### config.mk
export PLATFORM = sky130hd
export DESIGN_NAME = fsk_tx_frame
export DESIGN_NICKNAME = d
export VERILOG_FILES = /design/src/rtl/fsk_tx_frame.sv
export SDC_FILE = /design/constraint.sdc
export NUM_CORES = 1
export LEC_CHECK = 0
export BUFFER_PORTS_ARGS = -buffer_cell sky130_fd_sc_hd__buf_2
export CORE_MARGIN = 3
export CORE_UTILIZATION = 53
export DETAILED_ROUTE_END_ITERATION = 12
export PLACE_DENSITY = 0.76
export SKIP_LAST_GASP = 1
export SYNTH_ARGS = -nofsm -noshare
export SYNTH_HDL_FRONTEND = slang
export SYNTH_SLANG_ARGS = --single-unit
### constraint.sdc
create_clock -name sys_clk -period 2 [get_ports sys_clk]
set_input_delay 0.1 -clock sys_clk [delete_from_list [all_inputs] [get_ports sys_clk]]
set_output_delay 0.1 -clock sys_clk [all_outputs]
set_load 0.01 [all_outputs]
### src/rtl/fsk_tx_frame.sv
// Framed FSK transmitter: accepts a payload, Hamming-style encodes each nibble into a byte,
// then sends preamble + codeword as BIT_CYCLES-long symbols with a two-tone square wave.
// Optional macro FSK_TX_IDLE_MARK_EN: run the HALF1 mark tone on wave_out while IDLE/GAP.
module fsk_tx_frame #(
    parameter int               DATA_W     = 8,
    parameter int               PRE_W      = 8,
    parameter logic [PRE_W-1:0] PREAMBLE   = 8'hAA,
    parameter int               BIT_CYCLES = 64,
    parameter int               HALF0      = 8,
    parameter int               HALF1      = 4,
    parameter int               GAP_CYCLES = 16
) (
    input  logic                  sys_clk,
    input  logic                  rst,
    input  logic [DATA_W-1:0]     data_in,
    input  logic                  data_valid,
    output logic                  data_ready,
    output logic [2*DATA_W-1:0]   codeword,
    output logic                  bit_out,
    output logic                  sig_valid,
    output logic                  wave_out,
    output logic                  busy,
    output logic                  frame_done
);

    localparam int CW_W     = 2 * DATA_W;
    localparam int TOT_W    = PRE_W + CW_W;
    localparam int SYM_W    = $clog2(TOT_W + 1);
    localparam int CYC_MAX  = (BIT_CYCLES > GAP_CYCLES) ? BIT_CYCLES : GAP_CYCLES;
    localparam int CYC_W    = $clog2(CYC_MAX + 1);
    localparam int HALF_MAX = (HALF0 > HALF1) ? HALF0 : HALF1;
    localparam int TONE_W   = $clog2(HALF_MAX + 1);

    localparam logic [SYM_W-1:0]  SYM_PRE_LAST = SYM_W'(PRE_W - 1);
    localparam logic [SYM_W-1:0]  SYM_LAST     = SYM_W'(TOT_W - 1);
    localparam logic [CYC_W-1:0]  CYC_BIT_LAST = CYC_W'(BIT_CYCLES - 1);
    localparam logic [CYC_W-1:0]  CYC_GAP_LAST = CYC_W'(GAP_CYCLES - 1);
    localparam logic [TONE_W-1:0] TONE_H0_LAST = TONE_W'(HALF0 - 1);
    localparam logic [TONE_W-1:0] TONE_H1_LAST = TONE_W'(HALF1 - 1);

    localparam logic [1:0] S_IDLE = 2'd0;
    localparam logic [1:0] S_PRE  = 2'd1;
    localparam logic [1:0] S_DATA = 2'd2;
    localparam logic [1:0] S_GAP  = 2'd3;

    logic [1:0]        state_q, state_d;
    logic [SYM_W-1:0]  sym_q, sym_d;
    logic [CYC_W-1:0]  cyc_q, cyc_d;
    logic [TONE_W-1:0] tone_q, tone_d;
    logic              wave_q, wave_d;
    logic [TOT_W-1:0]  shift_q, shift_d;
    logic [CW_W-1:0]   codeword_q, codeword_d;
    logic              ready_q, ready_d;
    logic              done_q, done_d;

    logic              accept;
    logic [TONE_W-1:0] tone_last;

    // Each nibble becomes {p0,d3,d2,d1,p4,d0,p2,p1}; p0 gives even parity over the byte.
    function automatic logic [CW_W-1:0] encode(input logic [DATA_W-1:0] d);
        logic [CW_W-1:0] cw;
        logic [3:0]      n;
        logic            p0, p1, p2, p4;
        cw = '0;
        for (int k = 0; k < DATA_W / 4; k++) begin
            n  = d[4*k +: 4];
            p1 = n[0] ^ n[1] ^ n[3];
            p2 = n[0] ^ n[2] ^ n[3];
            p4 = n[1] ^ n[2] ^ n[3];
            p0 = ^{n[3], n[2], n[1], p4, n[0], p2, p1};
            cw[8*k +: 8] = {p0, n[3], n[2], n[1], p4, n[0], p2, p1};
        end
        return cw;
    endfunction

    assign accept    = data_valid && ready_q && (state_q == S_IDLE);
    assign tone_last = shift_q[TOT_W-1] ? TONE_H1_LAST : TONE_H0_LAST;

    always_comb begin
        // NOTE: every next-state variable gets a default first so no path infers a latch.
        state_d    = state_q;
        sym_d      = sym_q;
        cyc_d      = cyc_q;
        tone_d     = tone_q;
        wave_d     = wave_q;
        shift_d    = shift_q;
        codeword_d = codeword_q;
        done_d     = 1'b0;

        // Idle/gap tone behaviour; overridden below on symbol starts.
`ifdef FSK_TX_IDLE_MARK_EN
        if (tone_q >= TONE_H1_LAST) begin
            wave_d = ~wave_q;
            tone_d = '0;
        end else begin
            tone_d = tone_q + TONE_W'(1);
        end
`else
        wave_d = 1'b0;
        tone_d = '0;
`endif

        case (state_q)
            S_IDLE: begin
                if (accept) begin
                    codeword_d = encode(data_in);
                    shift_d    = {PREAMBLE, codeword_d};
                    state_d    = S_PRE;
                    sym_d      = '0;
                    cyc_d      = '0;
                    wave_d     = 1'b1;
                    tone_d     = '0;
                end
            end

            S_PRE, S_DATA: begin
                if (cyc_q == CYC_BIT_LAST) begin
                    cyc_d   = '0;
                    shift_d = shift_q << 1;
                    wave_d  = 1'b1;
                    tone_d  = '0;
                    if (sym_q == SYM_LAST) begin
                        state_d = S_GAP;
                        sym_d   = '0;
                        done_d  = 1'b1;
`ifndef FSK_TX_IDLE_MARK_EN
                        wave_d  = 1'b0;
`endif
                    end else begin
                        sym_d = sym_q + SYM_W'(1);
                        if (sym_q == SYM_PRE_LAST) begin
                            state_d = S_DATA;
                        end
                    end
                end else begin
                    cyc_d = cyc_q + CYC_W'(1);
                    if (tone_q >= tone_last) begin
                        wave_d = ~wave_q;
                        tone_d = '0;
                    end else begin
                        wave_d = wave_q;
                        tone_d = tone_q + TONE_W'(1);
                    end
                end
            end

            default: begin
                if (cyc_q == CYC_GAP_LAST) begin
                    state_d = S_IDLE;
                    cyc_d   = '0;
                end else begin
                    cyc_d = cyc_q + CYC_W'(1);
                end
            end
        endcase

        // Ready is registered so it stays low through reset and rises one edge after release.
        ready_d = (state_d == S_IDLE);
    end

    // NOTE: every register, including the codeword, is cleared by reset so a mid-frame abort leaves nothing on air.
    always_ff @(posedge sys_clk or negedge rst) begin
        if (!rst) begin
            state_q    <= S_IDLE;
            sym_q      <= '0;
            cyc_q      <= '0;
            tone_q     <= '0;
            wave_q     <= 1'b0;
            shift_q    <= '0;
            codeword_q <= '0;
            ready_q    <= 1'b0;
            done_q     <= 1'b0;
        end else begin
            // NOTE: non-blocking assignments so all registers update together from the same snapshot.
            state_q    <= state_d;
            sym_q      <= sym_d;
            cyc_q      <= cyc_d;
            tone_q     <= tone_d;
            wave_q     <= wave_d;
            shift_q    <= shift_d;
            codeword_q <= codeword_d;
            ready_q    <= ready_d;
            done_q     <= done_d;
        end
    end

    // The shift register empties to zero after the last symbol, so bit_out is 0 outside a frame.
    assign bit_out    = shift_q[TOT_W-1];
    assign codeword   = codeword_q;
    assign wave_out   = wave_q;
    assign data_ready = ready_q;
    assign frame_done = done_q;
    assign sig_valid  = (state_q == S_PRE) || (state_q == S_DATA);
    assign busy       = (state_q != S_IDLE);

endmodule

After elaboration in Yosys (flattened, before gate mapping)
Index checks and enable logic that the tools add are counted.
Storage, ports and cells
  flip-flop bits (word level): 61
  input port bits: 11
  output and inout bits: 22
  logic and storage cells: 76
Cells by class
  add/subtract/negate cells: 3
  magnitude comparators: 1
  eq/ne operators: 9
  muxes and demuxes: 29
  bitwise operators: 13
  reductions and logical operators: 12
Operator list (number)
  two-way mux 24 bit: 2
  one-hot mux 24 bit (2 select lines): 1
  two-way mux 7 bit: 3
  two-way mux 5 bit: 3
  one-hot mux 7 bit (2 select lines): 1
  XOR reduction 7 bit: 2
  two-way mux 4 bit: 3
  bitwise XOR 1 bit: 12
  two-way mux 2 bit: 5
  one-hot mux 5 bit (2 select lines): 1
  adder 7 x 1 -> 7 bit, second input constant: 1
  equality test 7 x 4 -> 1 bit, second input constant: 1
  equality test 7 x 6 -> 1 bit, second input constant: 1
  two-way mux 1 bit: 7
  adder 5 x 1 -> 5 bit, second input constant: 1
  equality test 5 x 3 -> 1 bit, second input constant: 1
  equality test 5 bit, second input constant: 1
  adder 4 x 1 -> 4 bit, second input constant: 1
  >= comparator 4 x 3 -> 1 bit: 1
  zero test 2 bit: 2
  inequality test 2 bit, second input constant: 2
  one-hot mux 2 bit (2 select lines): 1
  nonzero test 2 bit: 2
  two-way mux 3 bit: 1
  other kinds (10): 11

Longest topological paths before layout
  word-level depth: 6
  mapped depth: 8
  gate-level depth less buffers: 6

Least setup slack after synthesis
OpenSTA, ideal clock, no wires.
  path kind: register to register
  start point: reg state_q[0]
  end point: reg shift_q[10]
  setup time: 125 ps
  arrival time: 1842 ps
  data required time: 1875 ps
  path slack: 33 ps
  cell stages (with the launch flop): 8
  path buffers: 1
  period minus slack after synthesis: 1967 ps
  cells stage by stage: dfrtp_1 > inv_1 > ha_1 > clkinv_1 > nand2_1 > a21oi_4 > buf_12 > mux2_4
Between the ends
  word-level cells in the longest chain between the ends: 4
Ends and longest elaborated chain
  from (decl): RTL line 46  | logic [1:0] state_q, state_d;
  from (signal assigned): RTL line 175  | state_q <= state_d;
  equality test 2 x 1 -> 1 bit (tied with other cells): RTL line 103  | case (state_q)
  OR reduction 2 bit / logical AND 1 bit (equally long branches): RTL line 103, 76
  inequality test 2 bit (no source line) / nonzero test 2 bit (equally long branches)
  AND reduction 3 bit (no source line)
  to (signal assigned): RTL line 180  | shift_q <= shift_d;
  to (decl): RTL line 51  | logic [TOT_W-1:0] shift_q, shift_d;
Several ways; a longest one is shown, not always the timed one.
A chain may end at the register's enable or synchronous reset.

Final worst setup path
  start point: reg state_q[1]
  end point: reg shift_q[4]
The elaborated chain is that of the path after synthesis.

==> metrics.md <==
| Metric | Value |
|---|---|
| Via count | 2260 |
| Netlist cell types | 46 |
| Count of final setup violators | 0 |
| Worst-margin pin slew | 0.624 ns |
| Worst Hold Depth | 2 |
| Max-Cap Viols | 0 |
| # nets final | 347 |
| Post-synth top flop | dfrtp_1 |
| Starting DRT DRC Count | 185 |
| Reg2Reg Depth | 7 |
| Cell Area, Synth | 3080 µm² |
| Seq cells post-synth | 61 |
| Routed Antenna Nets | 0 |
| Die X-Extent | 82.2 µm |
| FILL cells | 457 |
| Sw Pwr | 0.000537 W |
| Core area | 5570 µm² |
| Crit Path Class | reg -> reg |
| Chip Height | 82.2 µm |
| Sw Ratio | 22.4% |
| Clk buf depth | 2 |
| Asr flop ratio synth | 100% |
| Area grow syn2layout | 16.9% |
| Critical Path AT | 2.13 ns |
| DR pass1 iterations | 4 |
| DR DRC count | 0 |
| Total track usage | 19.9% |
| Crit start category | flop |
| # rows | 27 |
| Clock-pin slew on the worst setup and hold paths | 0.07 ns |
| Syn nets | 303 |
| RSZ-0062 raised after global routing | no |
| IO Count | 33 |
| Combinational share of power | 4.5% |
| Post-Route WL | 6010 µm |
| Worst hold slack | 0.0559 ns |
| Fin util | 64.6% |
| First-pass GRT wire length | 10000 µm |
| Hold Crit Endpoint | codeword[13]$_DFFE_PN0P_ |
| Design area | 3600 µm² |
| Largest net degree at the start of global routing | 37 |
| Most common cell after layout, fill and taps aside | dfrtp_1 |
| Clock Skews | 0.00991 ns |
| Final Power | 0.00240 W |
| Most frequent cells in the layout | dfrtp_1 (61), o21ai_0 (37), buf_2 (32), nand2_1 (30), mux2_2 (24) |
| Port Buf Inserts | 32 |
| Sequential share of the synthesized area | 49.6% |
| Cells after Synth | 286 |
| Register share of total power | 51.9% |
| Crit path time final | 1.90 ns |
| Hold path start | data_in[6] |
| N_diodes | 0 |
| Clock Tree Root | clkbuf_8 |
| Fin crit share | 94.9% |
| Worst-skew pair later-pin latency | 0.34 ns |
| Int Pwr | 0.00186 W |
| Relative slew slack | 58.4% |
| DIE AREA | 6760 µm² |
| Initial Util | 55.2% |
| GPL Wtd Cong | 0.799 |
| Synth Area per Inst | 10.8 µm² |
| CTS tree | yes |
| CP required | 2.23 ns |
| Total congestion overflow | 0 |
| Synth warnings | 0 |
| Fmax achieved | 527 MHz |
| Fin Setup TNS | 0 ns |
| Static leakage power | 1.61 nW |
| Number of flops mapped to enable cells by yosys | 0 |
| Worst r2r src | state_q[1]$_DFF_PN0_ |
| Fin. Hold Viols | 0 |
| Reg-to-reg endpoint | shift_q[4]$_DFFE_PN0P_ |
| Vias in the first global route | 2110 |
| Pins Over Slew Limit | 0 |
| CTS buffer count | 9 |
| DP Wirelength | 4160 µm |
| Post-DP Area | 3400 µm² |
| Drt wl/cell | 14.8 µm |
| Register-to-register setup slack | 0.10 ns |
| Status | completed |
| Hold crit path type | in -> reg |
| Clock Sinks | 61 |
| CP max FO | 27 |
| Peak VDD IR | 0.439 mV |
| Initial antenna violation count | 0 |
| H-tree Lvls | 3 |
| Setup crit end kind | flop |
| Vias per cell | 5.55 |
| Clock power share | 43.5% |
| Pwr Density | 667 nW/µm² |
| Share of layout cells above drive strength 1 | 29.9% |
-- critical path, cell delays in order (launching register included) --
cell	delay [ns]
dfrtp_1	0.42
inv_2	0.11
ha_2	0.32
clkinv_1	0.10
nand2_1	0.09
a21oi_4	0.18
buf_12	0.20
mux2_2	0.36
-- cell families after synthesis --
group / Yosys count / synth area share (%)
compound gates: 73 / 15.0
simple gates: 71 / 11.3
flops: 61 / 49.6
mux: 34 / 13.3
buf+inv: 28 / 4.27
xor+xnor: 13 / 4.14
fa+ha+maj: 6 / 2.44
-- layer usage --
metal	global-route usage [%]	wire (µm)	vias up	part of all wire [%]
li1	-	-	1118	-
met1	28.6	2960	1091	49
met2	27.2	2670	36	44
met3	3.90	207	15	3.4
met4	12.5	172	0	2.9
met5	0	0	-	0
-- state kept, by name (all words and copies together) (netlist names) --
register,cells
shift_q,24
codeword,16
cyc_q,7
sym_q,5
tone_q,4
state_q,2
data_ready,1
frame_done,1
wave_out,1
-- per-stage QoR --
stage,cells,setup slack (ns)
after floorplan,286,0.0327
after global placement,390,0.148
after detailed placement,390,0.0648
after CTS,407,0.0388
after global routing,407,0.0185
final,407,0.102
-- power groups by stage --
| stage | Clock (W) | Combinational (W) | Sequential, W |
|---|---|---|---|
| floorplan | 0 | 0.0000516 | 0.00127 |
| global placement | 0 | 0.000107 | 0.00127 |
| detailed placement | 0 | 0.000109 | 0.00127 |
| CTS | 0.00106 | 0.000112 | 0.00125 |
| global route | 0.00113 | 0.000121 | 0.00125 |
| finish | 0.00105 | 0.000108 | 0.00125 |
-- area by class of cell --
cell class              instances  area [µm²]  share of cell area [%]
well taps                      72        90.1                    2.50
flip-flops and latches         61        1530                    42.4
repair buffers                 48         324                    9.01
clock inverters                 4        48.8                    1.36
multi-input cells             197        1430                    39.6
clock buffers                  12         135                    3.76
inverters                      13        48.8                    1.36
-- Yosys cell counts, types with 3 or more instances --
library cell / count / area [µm²]
mux2_4: 8 / 120
o22ai_1: 3 / 18.8
xor2_1: 4 / 35.0
o21a_1: 7 / 52.6
xnor2_1: 8 / 70.1
ha_1: 6 / 75.1
nand3_1: 7 / 35.0
nor2_1: 10 / 37.5
inv_1: 12 / 45.0
clkbuf_1: 10 / 37.5
o211ai_1: 4 / 30.0
a21oi_1: 4 / 20.0
mux2_2: 24 / 270
nor3_1: 7 / 35.0
nand2_1: 30 / 113
o21ai_0: 37 / 185
dfrtp_1: 61 / 1530
nand4_1: 9 / 56.3
-- how the worst max path moves through the flow --
stage,startpoint,end,cells after the start
5_1_grt,state_q[1]$_DFF_PN0_,shift_q[4]$_DFFE_PN0P_,7
6_report,state_q[1]$_DFF_PN0_,shift_q[4]$_DFFE_PN0P_,7
4_1_cts,state_q[1]$_DFF_PN0_,shift_q[4]$_DFFE_PN0P_,5
2_1_floorplan,state_q[0]$_DFF_PN0_,shift_q[10]$_DFFE_PN0P_,7
3_3_place_gp,state_q[1]$_DFF_PN0_,shift_q[5]$_DFFE_PN0P_,5
3_5_place_dp,state_q[1]$_DFF_PN0_,shift_q[12]$_DFFE_PN0P_,5
-- repair_timing --
| action | CTS | global route |
|---|---|---|
| setup endpoints to repair | 0 | 21 |
| hold endpoints to repair | 25 | 0 |
| buffers inserted | 0 | 0 |
| hold buffers | 1 | 0 |
| resized for setup | 0 | 4 |
(Power assumes the default switching activity.)
